--- src/rtl/sim_time_gen_pkg.sv ---
// Shared constants for the simulation time base and its status readout.
`ifndef WIDTH_TIME
`define WIDTH_TIME 32
`endif

package sim_time_gen_pkg;

    // Default width of the step index, taken from the global width macro.
    localparam int WIDTH_TIME_DEF = `WIDTH_TIME;

    // Width of the overrun event counter; status readout sizes its field from this.
    localparam int OVR_CNT_W = 16;

    localparam logic [OVR_CNT_W-1:0] OVR_CNT_MAX = {OVR_CNT_W{1'b1}};

endpackage

--- src/rtl/sim_time_gen_if.sv ---
// Step launch / solver handshake and status bundle of the time base.
interface sim_time_gen_if
    import sim_time_gen_pkg::*;
#(
    parameter int WIDTH_TIME = WIDTH_TIME_DEF
);

    logic                  run;
    logic                  step_done;
    logic [WIDTH_TIME-1:0] sim_time;
    logic                  step_start;
    logic                  init_phase;
    logic                  busy;
    logic                  overrun;
    logic [OVR_CNT_W-1:0]  overrun_cnt;
    logic                  halted;

    modport master (
        input  run, step_done,
        output sim_time, step_start, init_phase, busy, overrun, overrun_cnt, halted
    );

    modport slave (
        output run, step_done,
        input  sim_time, step_start, init_phase, busy, overrun, overrun_cnt, halted
    );

endinterface

--- src/rtl/sim_time_gen_step_timer.sv ---
// Modulo-STEP_CYCLES tick counter with synchronous clear and expiry flag.
module step_timer #(
    parameter int STEP_CYCLES = 1000
) (
    input  logic clk,
    input  logic rst_n,
    input  logic clr,
    input  logic en,
    output logic expire
);

    localparam int               CNT_W = $clog2(STEP_CYCLES);
    localparam logic [CNT_W-1:0] LAST  = CNT_W'(STEP_CYCLES - 1);

    logic [CNT_W-1:0] cnt;

    // Count ticks within the current step; clear wins over counting.
    always_ff @(posedge clk) begin
        if (!rst_n) begin
            cnt <= '0;
        end else if (clr) begin
            cnt <= '0;
        end else if (en) begin
            cnt <= (cnt == LAST) ? '0 : cnt + 1'b1;
        end
    end

    assign expire = (cnt == LAST);

endmodule

--- src/rtl/sim_time_gen.sv ---
// Real-time step launcher: paces solver steps, tracks the done handshake,
// flags overruns and reports the initialisation phase.
module sim_time_gen
    import sim_time_gen_pkg::*;
#(
    parameter int WIDTH_TIME  = WIDTH_TIME_DEF,
    parameter int STEP_CYCLES = 1000,
    parameter int INIT_STEPS  = 10000,
    parameter int STOP_TIME   = 0
) (
    input  logic            clk,
    input  logic            rst_n,
    sim_time_gen_if.master  bus
);

    typedef enum logic [1:0] {
        ST_IDLE = 2'd0,
        ST_RUN  = 2'd1,
        ST_HALT = 2'd2
    } state_t;

    state_t                state, state_nxt;
    logic                  expire;
    logic                  timer_en;
    logic                  launch;
    logic                  ovr_evt;
    logic                  stop_hit;
    logic                  launched;
    logic [WIDTH_TIME-1:0] launch_time;

    logic [WIDTH_TIME-1:0] sim_time_q;
    logic                  step_start_q;
    logic                  init_phase_q;
    logic                  busy_q;
    logic                  overrun_q;
    logic [OVR_CNT_W-1:0]  overrun_cnt_q;
    logic                  halted_q;

    function automatic logic [OVR_CNT_W-1:0] sat_inc(input logic [OVR_CNT_W-1:0] v);
        return (v == OVR_CNT_MAX) ? v : v + 1'b1;
    endfunction

    assign timer_en = (state == ST_RUN);

    step_timer #(
        .STEP_CYCLES (STEP_CYCLES)
    ) u_timer (
        .clk    (clk),
        .rst_n  (rst_n),
        .clr    (launch),
        .en     (timer_en),
        .expire (expire)
    );

    // Compare in 64 bits so limits wider than the index never alias.
    assign stop_hit = (STOP_TIME != 0) && (64'(sim_time_q) == 64'(STOP_TIME));

    // FSM state register.
    always_ff @(posedge clk) begin
        if (!rst_n) state <= ST_IDLE;
        else        state <= state_nxt;
    end

    // FSM next-state: stop check takes priority over pausing at expiry.
    always_comb begin
        state_nxt = state;
        case (state)
            ST_IDLE: if (bus.run) state_nxt = ST_RUN;
            ST_RUN: begin
                if (expire) begin
                    if (stop_hit)     state_nxt = ST_HALT;
                    else if (!bus.run) state_nxt = ST_IDLE;
                end
            end
            ST_HALT: state_nxt = ST_HALT;
            default: state_nxt = ST_IDLE;
        endcase
    end

    // FSM outputs: launch decision, index of the launched step, overrun event.
    always_comb begin
        launch      = 1'b0;
        ovr_evt     = 1'b0;
        launch_time = sim_time_q + 1'b1;
        case (state)
            ST_IDLE: begin
                launch = bus.run;
                // The very first step after reset is step 0, resumes continue.
                if (!launched) launch_time = '0;
            end
            ST_RUN: begin
                if (expire) begin
                    // A done pulse coinciding with expiry is still on time.
                    ovr_evt = busy_q && !bus.step_done;
                    launch  = !stop_hit && bus.run;
                end
            end
            default: ;
        endcase
    end

    // Launch bookkeeping, handshake tracking and sticky status flags.
    always_ff @(posedge clk) begin
        if (!rst_n) begin
            sim_time_q    <= '0;
            step_start_q  <= 1'b0;
            init_phase_q  <= 1'b1;
            busy_q        <= 1'b0;
            overrun_q     <= 1'b0;
            overrun_cnt_q <= '0;
            halted_q      <= 1'b0;
            launched      <= 1'b0;
        end else begin
            step_start_q <= launch;
            if (launch) begin
                launched     <= 1'b1;
                sim_time_q   <= launch_time;
                // Once cleared it never returns, even across an index wrap.
                init_phase_q <= init_phase_q && (64'(launch_time) <= 64'(INIT_STEPS));
            end
            if (launch)             busy_q <= 1'b1;
            else if (bus.step_done) busy_q <= 1'b0;
            if (ovr_evt) begin
                overrun_q     <= 1'b1;
                overrun_cnt_q <= sat_inc(overrun_cnt_q);
            end
            if (state == ST_RUN && state_nxt == ST_HALT) halted_q <= 1'b1;
        end
    end

    assign bus.sim_time    = sim_time_q;
    assign bus.step_start  = step_start_q;
    assign bus.init_phase  = init_phase_q;
    assign bus.busy        = busy_q;
    assign bus.overrun     = overrun_q;
    assign bus.overrun_cnt = overrun_cnt_q;
    assign bus.halted      = halted_q;

endmodule

--- src/flat_wrapper.sv ---
// flat-port wrapper written by rule: the top's interface ports become plain ports
module sim_time_gen_flat import sim_time_gen_pkg::*;
#(
    parameter int WIDTH_TIME  = WIDTH_TIME_DEF,
    parameter int STEP_CYCLES = 1000,
    parameter int INIT_STEPS  = 10000,
    parameter int STOP_TIME   = 0
)
  (clk, rst_n, bus_run, bus_step_done, bus_sim_time, bus_step_start, bus_init_phase, bus_busy, bus_overrun, bus_overrun_cnt, bus_halted);
  sim_time_gen_if #(.WIDTH_TIME(WIDTH_TIME)) bus_i ();
  input  logic clk;
  input  logic rst_n;
  input wire logic [$bits(bus_i.run)-1:0] bus_run;
  input wire logic [$bits(bus_i.step_done)-1:0] bus_step_done;
  output wire logic [$bits(bus_i.sim_time)-1:0] bus_sim_time;
  output wire logic [$bits(bus_i.step_start)-1:0] bus_step_start;
  output wire logic [$bits(bus_i.init_phase)-1:0] bus_init_phase;
  output wire logic [$bits(bus_i.busy)-1:0] bus_busy;
  output wire logic [$bits(bus_i.overrun)-1:0] bus_overrun;
  output wire logic [$bits(bus_i.overrun_cnt)-1:0] bus_overrun_cnt;
  output wire logic [$bits(bus_i.halted)-1:0] bus_halted;
  assign bus_i.run = bus_run;
  assign bus_i.step_done = bus_step_done;
  assign bus_sim_time = bus_i.sim_time;
  assign bus_step_start = bus_i.step_start;
  assign bus_init_phase = bus_i.init_phase;
  assign bus_busy = bus_i.busy;
  assign bus_overrun = bus_i.overrun;
  assign bus_overrun_cnt = bus_i.overrun_cnt;
  assign bus_halted = bus_i.halted;
  sim_time_gen #(.WIDTH_TIME(WIDTH_TIME), .STEP_CYCLES(STEP_CYCLES), .INIT_STEPS(INIT_STEPS), .STOP_TIME(STOP_TIME)) u_core (.clk(clk), .rst_n(rst_n), .bus(bus_i));
endmodule
--- config.mk ---
export PLATFORM = sky130hd
export DESIGN_NAME = sim_time_gen_flat
export DESIGN_NICKNAME = d
export VERILOG_FILES = /design/src/rtl/sim_time_gen_pkg.sv /design/src/rtl/sim_time_gen_if.sv /design/src/rtl/sim_time_gen_step_timer.sv /design/src/rtl/sim_time_gen.sv /design/src/flat_wrapper.sv
export SDC_FILE = /design/constraint.sdc
export NUM_CORES = 1
export LEC_CHECK = 0
export CORE_ASPECT_RATIO = 0.8
export CORE_MARGIN = 3
export CORE_UTILIZATION = 30
export CTS_CLUSTER_DIAMETER = 30
export DETAILED_ROUTE_END_ITERATION = 10
export PLACE_DENSITY = 0.53
export SYNTH_ARGS = -nofsm -noshare
export SYNTH_HDL_FRONTEND = slang
export SYNTH_HIERARCHICAL = 1
export SYNTH_SLANG_ARGS = --single-unit
export TNS_END_PERCENT = 30
--- constraint.sdc ---
create_clock -name clk -period 6.62 [get_ports clk]
set_input_delay 0.993 -clock clk [delete_from_list [all_inputs] [get_ports clk]]
set_output_delay 0.993 -clock clk [all_outputs]
set_load 0.005 [all_outputs]
== Word level (Yosys, flattened, before mapping) ==
Cells that the tools add are included.
Storage, ports and cells
  bits in registers: 66
  bits of input ports: 4
Operators by class
  eq/ne operators: 5
  order comparisons: 1
  $add $sub $neg: 3
  multiplexer cells: 13
  bitwise operators: 2
  reductions and logical operators: 8
Operator list (count)
  2-to-1 mux 32 bit: 2
  adder 32 x 1 -> 32 bit (second input constant): 1
  <= comparator 32 x 14 -> 1 bit (second input constant): 1
  adder 16 x 1 -> 16 bit (second input constant): 1
  equality test 16 bit (second input constant): 1
  adder 10 x 1 -> 10 bit (second input constant): 1
  equality test 10 bit (second input constant): 1
  2-to-1 mux 10 bit: 1
  2-to-1 mux 2 bit: 3
  case mux 2 bit (3 select lines): 1
  2-to-1 mux 1 bit: 5
  equality test 2 bit (second input constant): 2
  logical AND 1 bit: 3
  equality test 2 x 1 -> 1 bit (second input constant): 1
  logical NOT 2 bit: 1
  NOT 1 bit: 2
  case mux 1 bit (2 select lines): 1
  AND reduction 2 bit: 1
  nonzero test 2 bit: 1
  OR reduction 2 bit: 1
  logical NOT 1 bit: 1

== Depth between registers and ports, before layout ==
Gate-level depths: netlist (run 1).
  depth in word-level cells: 5
  gate-level depth with buffers: 12

== By module ==
Netlist (run 1), hierarchy kept.
Modules (own cells, without submodules)
  sim_time_gen: cells each 422, area an instance 3308.2 µm², times used 1
  step_timer: cells each 52, area an instance 504.2 µm², times used 1

== Worst setup path after synthesis (run 1) ==
Ideal clock, no wire load.
  kind: register to register
  start: register u_core.sim_time_q[1], in the netlist u_core/bus.sim_time[1]
  end: register u_core.init_phase_q, in the netlist u_core/bus.init_phase
  arrival: 2433 ps
  setup time: 69 ps
  cell stages (with the launch flop): 10
  clock period less this slack: 2502 ps
  slack: 4118 ps
  path buffers: 1
  cell sequence: dfxtp_1 > ha_1 > buf_2 > nand4_1 > nor4_4 > nand3_2 > o41ai_2 > o2111ai_1 > or4_1 > o21ai_1
Between the ends
  longest elaborated chain between the ends: 5
RTL lines
  from (decl): line sim_time_gen.sv:31  | logic [WIDTH_TIME-1:0] sim_time_q;
  from (signal assigned): line sim_time_gen.sv:117  | sim_time_q <= launch_time;
  adder 32 x 1 -> 32 bit (*): line sim_time_gen.sv:84  | launch_time = sim_time_q + 1'b1;
  2-to-1 mux 32 bit: line sim_time_gen.sv:89  | if (!launched) launch_time = '0;
  2-to-1 mux 32 bit (*): line sim_time_gen.sv:85  | case (state)
  <= comparator 32 x 14 -> 1 bit (*): line sim_time_gen.sv:119  | init_phase_q <= init_phase_q && (64'(launch_time) <= 64'(INIT_STEPS));
  logical AND 1 bit (*): line sim_time_gen.sv:119
  to (signal assigned): line sim_time_gen.sv:119
  to (decl): line sim_time_gen.sv:33  | logic init_phase_q;
Every way passes the cells marked *; elsewhere a longest branch is shown, timed or not.
A chain may end at the register's enable or synchronous reset.

== Final worst setup path (run 1) ==
  start: register u_core.sim_time_q[0], in the netlist u_core/bus.sim_time[0]
  end: register u_core.init_phase_q, in the netlist u_core/bus.init_phase
The elaborated chain is that of the path after synthesis.

==> out/metrics.yaml, run 1 <==
status:
  outcome: "complete, no violations"
global_routing:
  grt_max_degree: 59
  grt_usage_pct: 15.1
  gr-total-overflow: 0
  grt_pass1_wl_um: 17700
  antenna_found_initial: 0
  first_global_vias: 3441
power:
  power_mw: 0.914
  internal_power_mw: 0.701
  cellPowerDensity_nw_per_um2: 191
  ir_drop_mv: 0.129
  comb_power_share_pct: 5.5
  p_clk_share_pct: 50.3
  switching_share_pct: 23.2
  switching_power_mw: 0.212
  sequentialPowerShare_pct: 44.2
  p_leak_nw: 1.58
synth:
  synth-main-ff-cell: "dfxtp_1"
  syn-num-nets: 481
  synth_top_area_cell: "dfxtp_1"
  syn_area_per_cell_sq_um: 8.04
  synth_edf_count: 0
  seq_area_frac_synth_pct: 34.7
  synth_top_area_share_pct: 34.7
  yosysMostFrequentCell: "dfxtp_1"
  synth_area_leaders: "dfxtp_1 (35%), and2_1 (5.1%), o21ai_0 (4.7%)"
  synth-seq-cells: 66
  synth_cell_types: 64
  ys_warn_count: 6
  synthArstFlopShare_pct: 0
  synth_area_sq_um: 3810
  synth_common_cells: "dfxtp_1 (66), nand2_1 (42), o21ai_0 (36)"
  synthCells: 474
finish:
  fin_area_sq_um: 4780
  final_net_count: 523
  syn_to_final_growth_pct: 25.4
  fillers: 1223
  drive_above_1_share_pct: 6.72
  num_antenna_cells: 0
placed_design:
  gp_congestion: 0.848
  place_hpwl_um: 7310
  dpl_cell_area_sq_um: 4490
  pre_cts_ws_ns: 2.86
  io_buffers: 56
clocking:
  cts_setup_buffers: 0
  cts_root_buffer: "clkbuf_16"
  clk_path_buf_depth: 2
  postCtsHoldBufs: 0
  cts_tree: "built"
  clock_latency_ns: 0.33
  cts_resized: 0
  cts_made_buffers: 9
  clkTransAtPathRegs_ns: 0.06
  cts_sinks: 66
  h-tree-depth: 3
drt:
  vias: 3638
  final_antenna_net_count: 0
  dr.pass1.iters: 5
  wl_per_cell_um: 15.4
  vias_per_cell: 5.26
  drt-initial-drc-count: 289
  remaining_drc_errors: 0
  drt-total-wl_um: 10600
setup_path:
  crit_fanout: 14
  cp_top_family: "simple AND/OR/NAND/NOR gates"
  end_kind: "flip-flop"
  ff2ff_setup_slack_ns: 3.05
  cp_slowest_stage_delay_ns: 0.71
  rr_worst_depth: 8
  timing_worst_setup_path_type: "flip-flop to flip-flop"
  path_depth: 8
  worst-endpoint-arrival_ns: 3.84
  r2r_start: "u_core/bus.sim_time[0]$_SDFFE_PN0P_"
  cp.required_ns: 6.89
  critPathBufInv: 0
  path_cells: "ha_1, nand4_1, nor4_4, nand3_2, o41ai_2, o2111ai_1, or4_1, o21ai_1"
  r2r-end: "u_core/bus.init_phase$_SDFFE_PN1P_"
  startpoint_type: "flip-flop"
  worst_path_max_delay_cell: "nor4_4"
hold_path:
  min_from: "u_core/bus.halted$_SDFFE_PN0P_"
  hold_path.class: "flip-flop to flip-flop"
  holdPathStages: 1
  hold_path_end: "u_core/bus.halted$_SDFFE_PN0P_"
floorplanning:
  chipWidth_um: 132
  top_level_ports: 57
  core_sq_um: 12300
  rows: 36
  die_y_um: 107
  dieArea_sq_um: 14100
  start_util_pct: 31.0
timing:
  fin_crit_sh_pct: 53.9
  finalHoldViolations: 0
  max_freq_mhz: 280
  relSlewSlack_pct: 36.5
  setup_viol: 0
  maxSlewViolCount: 0
  setup_tns_ns: 0
  tightestPinTransition_ns: 0.944
  rsz0062_at_grt: "no"
  finalCriticalPeriod_ns: 3.57
  clock_skew_ns: 0.00629
  setup_ws_ns: 3.05
job:
  max_cap_violations: 0
worst max path at each step:
stage / startpoint / to / slack [ns]
floorplan: u_core/bus.sim_time[1]$_SDFFE_PN0P_ / u_core/bus.init_phase$_SDFFE_PN1P_ / 4.12
global placement: bus_run / u_core/bus.sim_time[18]$_SDFFE_PN0P_ / 2.87
detailed placement: bus_run / u_core/bus.sim_time[18]$_SDFFE_PN0P_ / 2.86
CTS: u_core/bus.sim_time[0]$_SDFFE_PN0P_ / u_core/bus.init_phase$_SDFFE_PN1P_ / 3.09
global route: u_core/bus.sim_time[0]$_SDFFE_PN0P_ / u_core/bus.init_phase$_SDFFE_PN1P_ / 2.75
finish: u_core/bus.sim_time[0]$_SDFFE_PN0P_ / u_core/bus.init_phase$_SDFFE_PN1P_ / 3.05
cell usage in the layout (no fill, tap or decap), types with 4 or more instances in the layout:
cell,Yosys,layout
or4_1,4,4
a22oi_1,4,4
a31oi_1,4,4
dfxtp_1,66,66
xnor2_1,18,18
inv_1,6,6
a21oi_1,26,26
a21boi_0,9,9
clkdlybuf4s50_1,0,56
nor2b_1,22,22
nand4_1,21,21
nor2_1,31,31
xor2_1,9,9
nor3_1,15,14
and3_1,9,9
clkbuf_16,0,9
and4_1,7,7
or3_1,6,6
o21ai_0,36,36
and2_1,31,31
nand2_1,42,42
nor4_1,6,6
nand3_1,18,18
through the flow:
step | instances | util (%) | hold slack (ns)
6_report | 692 | 38.9 | 0.462
5_1_grt | 692 | 38.9 | 0.493
4_1_cts | 692 | 38.9 | 0.469
3_5_place_dp | 676 | 36.5 | 0.444
3_3_place_gp | 676 | 36.5 | 0.445
2_1_floorplan | 474 | - | 0.426
final cells by class:
| cell class | instances | area, sq um | share of cell area (%) |
|---|---|---|---|
| Clock buffer | 12 | 267 | 5.57 |
| Clock inverter | 4 | 25.0 | 0.523 |
| Inverter | 7 | 26.3 | 0.549 |
| Multi-Input combinational cell | 373 | 2350 | 49.1 |
| Sequential cell | 66 | 1320 | 27.6 |
| Tap cell | 171 | 214 | 4.47 |
| Timing Repair Buffer | 59 | 583 | 12.2 |
logic make-up after synthesis:
group / share of synthesized area [%]
AND/OR/NAND/NOR: 35.7
flip-flops: 34.7
buffers and inverters: 3.94
XOR/XNOR: 6.20
AO/OA/AOI/OAI: 17.8
adder cells (fa/ha/maj): 0.985
multiplexers: 0.788
worst reg2reg max path: stages, from the launching register on:
cell and delay [ns]:
dfxtp_1 0.55, ha_1 0.43, nand4_1 0.30, nor4_4 0.71, nand3_2 0.24, o41ai_2 0.45
o2111ai_1 0.16, or4_1 0.54, o21ai_1 0.14
power groups by stage:
stage                     Clock [mW]  Sequential [mW]  Combinational (mW)
after floorplan                    0            0.411              0.0359
after global placement             0            0.412              0.0501
after detailed placement           0            0.412              0.0509
after CTS                      0.472            0.404              0.0511
after global routing           0.490            0.404              0.0567
final                          0.459            0.404              0.0505
registers in the layout, indices dropped and copies added (netlist names):
name and cells:
u_core/bus.sim_time 32, u_core/bus.overrun_cnt 16, u_core/u_timer/cnt 10, u_core/state 2, u_core/bus.busy 1, u_core/bus.halted 1, u_core/bus.init_phase 1, u_core/bus.overrun 1
u_core/bus.step_start 1, u_core/launched 1
routing by layer:
layer	part of all wire (%)	GRT usage (%)	vias up
met5	0	0	-
met4	1.6	5.25	0
met3	5.0	3.80	15
met2	42	21.9	90
met1	52	21.8	1732
li1	-	-	1801
(Power assumes the default switching activity.)
==> run 2: changes to the inputs <==
--- a/config.mk
+++ b/config.mk
@@ -10,7 +10,7 @@
 export CORE_UTILIZATION = 30
 export CTS_CLUSTER_DIAMETER = 30
 export DETAILED_ROUTE_END_ITERATION = 10
-export PLACE_DENSITY = 0.53
+export PLACE_DENSITY = 0.55
 export SYNTH_ARGS = -nofsm -noshare
 export SYNTH_HDL_FRONTEND = slang
 export SYNTH_HIERARCHICAL = 1
==> constraint.sdc (replaced) <==
create_clock -name clk -period 3.1 [get_ports clk]
set_input_delay 0.465 -clock clk [delete_from_list [all_inputs] [get_ports clk]]
set_output_delay 0.465 -clock clk [all_outputs]
set_load 0.005 [all_outputs]
==> run 2 against run 1 <==
  * Setup slack lost 2.7 ns
  * Global-route usage grew 0.32 points
  * Combinational power grew 140%
  * Clock power grew 110%
  * Sequential power grew 110%
  * Utilization grew 1.2 points
  * Clock-buffer cell count shrank 1
  * Critical path type unchanged
  * Largest power group unchanged
  * Highest routed layer unchanged
==> out/metrics.yaml, run 2 (synthesized netlist as in run 1, its figures left out) <==
clocking:
  cts_setup_buffers: 0
  cts_sinks: 66
  clock_latency_ns: 0.32
  cts_made_buffers: 9
  clkTransAtPathRegs_ns: 0.06
  h-tree-depth: 3
  clk_path_buf_depth: 2
  cts_root_buffer: "clkbuf_16"
  cts_tree: "built"
finish:
  fillers: 1264
  final_cell_mix: "dfxtp_1 (66), clkdlybuf4s50_1 (56), nand2_1 (42)"
  largest_reg_flops: 32
  drive_above_1_share_pct: 10.2
  fin_area_sq_um: 4930
  layout_commonest_cell: "dfxtp_1"
  final_net_count: 542
  num_antenna_cells: 0
  syn_to_final_growth_pct: 29.2
setup_path:
  worst-endpoint-arrival_ns: 3.03
  crit_fanout: 12
  cp.required_ns: 3.34
  timing_worst_setup_path_type: "flip-flop to flip-flop"
  end_kind: "flip-flop"
  startpoint_type: "flip-flop"
placed_design:
  place_hpwl_um: 7650
  dpl_cell_area_sq_um: 4630
  io_buffers: 56
  gp_congestion: 0.854
global_routing:
  antenna_found_initial: 0
  gr-total-overflow: 0
  grt_pass1_wl_um: 18100
  grt_max_degree: 39
  first_global_vias: 3559
  grt_usage_pct: 15.5
timing:
  setup_tns_ns: 0
  finalCriticalPeriod_ns: 2.79
  rsz0062_at_grt: "no"
  relSlewSlack_pct: 57.6
  maxSlewViolCount: 0
  max_freq_mhz: 358
  clock_skew_ns: 0.00675
  finalHoldViolations: 0
  tightestPinTransition_ns: 0.631
  fin_crit_sh_pct: 90.0
  setup_viol: 0
drt:
  remaining_drc_errors: 0
  wl_per_cell_um: 15.0
  dr.pass1.iters: 4
  vias: 3711
  drt-total-wl_um: 10700
  drt-initial-drc-count: 410
  final_antenna_net_count: 0
  vias_per_cell: 5.22
floorplanning:
  start_util_pct: 31.0
  die_y_um: 107
  rows: 36
  core_sq_um: 12300
  chipWidth_um: 132
  top_level_ports: 57
  dieArea_sq_um: 14100
power:
  cellPowerDensity_nw_per_um2: 396
  p_leak_nw: 1.67
  ir_drop_mv: 0.291
hold_path:
  hold_path.class: "flip-flop to flip-flop"
status:
  outcome: "complete, no violations"
job:
  max_cap_violations: 0
run 2: layout make-up:
| cell class | instances | area (sq um) | area share [%] |
|---|---|---|---|
| clock inverter | 5 | 37.5 | 0.762 |
| timing repair buffer | 78 | 726 | 14.7 |
| sequential | 66 | 1320 | 26.8 |
| tap | 171 | 214 | 4.34 |
| inverter | 7 | 26.3 | 0.533 |
| clock buffer | 11 | 253 | 5.13 |
| multi-input combinational | 373 | 2350 | 47.7 |
run 2: power breakdown:
group | switching (mW) | total, mW | internal [mW] | leakage [nW]
combinational | 0.0746 | 0.123 | 0.0482 | 1.00
clock | 0.381 | 0.968 | 0.587 | 0.138
sequential | 0.00546 | 0.860 | 0.854 | 0.533
run 2: worst max-delay path, stage by stage, from the launching register on:
cell and delay, ns:
dfxtp_1 0.41, ha_1 0.29, nand2b_1 0.14, nor3_1 0.26, nor2b_1 0.09, or3b_1 0.58, nor2_1 0.23, nand2_1 0.10
or4_1 0.41, a21boi_0 0.20
run 2: layer usage:
metal / vias to the layer above / global-route usage [%] / wire (um)
met5: - / 0 / 0
met4: 0 / 3.90 / 87
met3: 9 / 3.19 / 564
met2: 111 / 22.7 / 4480
met1: 1749 / 22.9 / 5530
li1: 1842 / - / -
run 2: stage by stage:
step / worst slack [ns] / total power [mW] / instances / utilization [%] / hold WS, ns
CTS: 0.210 / 1.98 / 711 / 40.0 / 0.468
detailed placement: 0.230 / 1.00 / 695 / 37.7 / 0.445
finish: 0.310 / 1.95 / 711 / 40.1 / 0.469
global route: 0.0234 / 2.03 / 711 / 40.1 / 0.505
global placement: 0.320 / 0.998 / 695 / 37.7 / 0.451
floorplan: 0.598 / 0.954 / 474 / - / 0.426
run 2: final timing paths:
kind | from | endpoint | slack (ns) | cells after the start
worst max-delay path | u_core/u_timer/cnt[0]$_SDFFE_PP0P_ | u_core/bus.sim_time[21]$_SDFFE_PN0P_ | 0.31 | 9
worst min-delay path | u_core/bus.overrun$_SDFFE_PN0P_ | u_core/bus.overrun$_SDFFE_PN0P_ | 0.47 | 2
worst max register to register | u_core/u_timer/cnt[0]$_SDFFE_PP0P_ | u_core/bus.sim_time[21]$_SDFFE_PN0P_ | 0.31 | 9
worst min register to register | u_core/bus.overrun$_SDFFE_PN0P_ | u_core/bus.overrun$_SDFFE_PN0P_ | 0.47 | 2
run 2: what timing repair did:
item | in CTS | in global routing
gates resized for setup | 0 | 1
hold buffers | 0 | 0
setup endpoints to repair | 0 | 1
==> run 3: changes to the inputs <==
--- a/config.mk
+++ b/config.mk
@@ -7,10 +7,10 @@
 export LEC_CHECK = 0
 export CORE_ASPECT_RATIO = 0.8
 export CORE_MARGIN = 3
-export CORE_UTILIZATION = 30
+export CORE_UTILIZATION = 45
 export CTS_CLUSTER_DIAMETER = 30
 export DETAILED_ROUTE_END_ITERATION = 10
-export PLACE_DENSITY = 0.55
+export PLACE_DENSITY = 0.75
 export SYNTH_ARGS = -nofsm -noshare
 export SYNTH_HDL_FRONTEND = slang
 export SYNTH_HIERARCHICAL = 1
==> run 3 against run 2 <==
  * Cell count decreased by 9.4%
  * First-iteration DRC count down 17%
  * Critical path type unchanged
  * Register-to-register slack got worse by 0.02 ns
==> out/metrics.yaml, run 3 (synthesized netlist as in run 1, its figures left out) <==
floorplanning:
  chipWidth_um: 109
  rows: 29
  dieArea_sq_um: 9620
  core_sq_um: 8090
  start_util_pct: 47.1
  die_y_um: 88.3
  top_level_ports: 57
timing:
  setup_tns_ns: 0
  relSlewSlack_pct: 60.1
  clock_skew_ns: 0.0127
  whs_ns: 0.466
  fin_crit_sh_pct: 90.7
  finalCriticalPeriod_ns: 2.81
  finalHoldViolations: 0
  tightestPinTransition_ns: 0.593
  max_freq_mhz: 356
  rsz0062_at_grt: "no"
  setup_viol: 0
  maxSlewViolCount: 0
power:
  cellPowerDensity_nw_per_um2: 364
  p_clk_share_pct: 43.3
  internal_power_mw: 1.31
  ir_drop_mv: 0.212
  comb_power_share_pct: 7.0
  switching_power_mw: 0.411
  sequentialPowerShare_pct: 49.8
  switching_share_pct: 23.8
  p_leak_nw: 1.61
setup_path:
  cp.required_ns: 3.37
  worst_path_max_delay_cell: "or4_1"
  worst-endpoint-arrival_ns: 3.09
  r2r_start: "u_core/bus.sim_time[1]$_SDFFE_PN0P_"
  startpoint_type: "flip-flop"
  cp_top_family: "simple AND/OR/NAND/NOR gates"
  cp_slowest_stage_delay_ns: 0.50
  end_kind: "flip-flop"
  critPathBufInv: 1
  setup.worst_path.start: "u_core/bus.sim_time[1]$_SDFFE_PN0P_"
  path_cells: "ha_2, nand4_1, nor4_4, buf_4, nand3_2, o41ai_2, o2111ai_1, or4_1, o21ai_1"
  timing_worst_setup_path_type: "flip-flop to flip-flop"
  crit_fanout: 10
global_routing:
  grt_max_degree: 58
  antenna_found_initial: 0
  first_global_vias: 3439
  grt_usage_pct: 21.3
  grt_pass1_wl_um: 16600
  gr-total-overflow: 0
drt:
  remaining_drc_errors: 0
  vias_per_cell: 5.92
  wl_per_cell_um: 15.6
  drt-total-wl_um: 10100
  dr.pass1.iters: 5
  vias: 3810
  drt-initial-drc-count: 342
  final_antenna_net_count: 0
hold_path:
  min_from: "u_core/bus.halted$_SDFFE_PN0P_"
  hold_path.class: "flip-flop to flip-flop"
clocking:
  cts_root_buffer: "clkbuf_8"
  cts_sinks: 66
  clock_latency_ns: 0.34
  clkTransAtPathRegs_ns: 0.08
  cts_tree: "built"
  clk_path_buf_depth: 2
  h-tree-depth: 3
  cts_made_buffers: 9
finish:
  syn_to_final_growth_pct: 24.3
  drive_above_1_share_pct: 9.51
  final_net_count: 538
  largest_reg_flops: 32
  final_cell_mix: "dfxtp_1 (66), clkdlybuf4s50_1 (56), nand2_1 (42)"
  layout_commonest_cell: "dfxtp_1"
  num_antenna_cells: 0
placed_design:
  gp_congestion: 0.950
  place_hpwl_um: 6790
  io_buffers: 56
status:
  outcome: "complete, no violations"
job:
  max_cap_violations: 0
run 3: cell types whose count changed in the layout (fill, tap and decap cells not counted):
cell	delta
clkbuf_1	+1
nor4_2	+1
inv_6	-1
nor4_1	-1
bufinv_16	+1
buf_4	-4
clkbuf_16	-9
clkinv_4	-1
clkbuf_8	+9
run 3: repair_timing:
item	in CTS	in global routing
hold buffers	0	0
gates resized for setup	0	2
endpoints found under the setup margin	0	1
setup buffers	0	2
run 3: worst paths after layout:
kind	endpoint	depth (start not counted)	slack, ns
worst min-delay path	u_core/bus.halted$_SDFFE_PN0P_	1	0.47
worst max register to register	u_core/bus.init_phase$_SDFFE_PN1P_	9	0.29
worst min register to register	u_core/bus.halted$_SDFFE_PN0P_	1	0.47
worst max-delay path	u_core/bus.init_phase$_SDFFE_PN1P_	9	0.29
run 3: layer usage:
metal / vias to the layer above / GRT usage, % / wire length [um]
met5: - / 0 / 0
met4: 0 / 6.54 / 92
met3: 11 / 4.45 / 870
met2: 177 / 32.2 / 4470
met1: 1797 / 30.5 / 4620
li1: 1825 / - / -
run 3: final cells by class:
cell class	instances	area, sq um
fill	728	3350
multi-input combinational	373	2350
sequential	66	1320
timing repair buffer	74	696
clock buffer	12	155
tap	108	135
clock inverter	4	50.0
inverter	7	26.3
run 3: worst register-to-register path, cell delays in order, from the launching register on:
cell and delay [ns]:
dfxtp_1 0.47, ha_2 0.34, nand4_1 0.28, nor4_4 0.22, buf_4 0.20, nand3_2 0.13, o41ai_2 0.35, o2111ai_1 0.13
or4_1 0.50, o21ai_1 0.13
run 3: through the flow:
stage	std cells	worst slack (ns)	instance area, sq um	utilization (%)	power (mW)
CTS	642	0.0540	4710	58.3	1.75
global route	644	0.0618	4740	58.6	1.80
finish	644	0.289	4740	58.6	1.73
detailed placement	626	0.0962	4510	55.7	0.995
floorplan	474	0.598	3810	-	0.954
global placement	626	0.256	4510	55.7	0.992
run 3: power by group through the flow:
stage	combinational, mW	sequential [mW]	clock, mW
after floorplan	0.0767	0.877	0
after global placement	0.115	0.877	0
after detailed placement	0.117	0.878	0
after CTS	0.118	0.858	0.777
after global routing	0.132	0.859	0.812
final	0.120	0.858	0.746
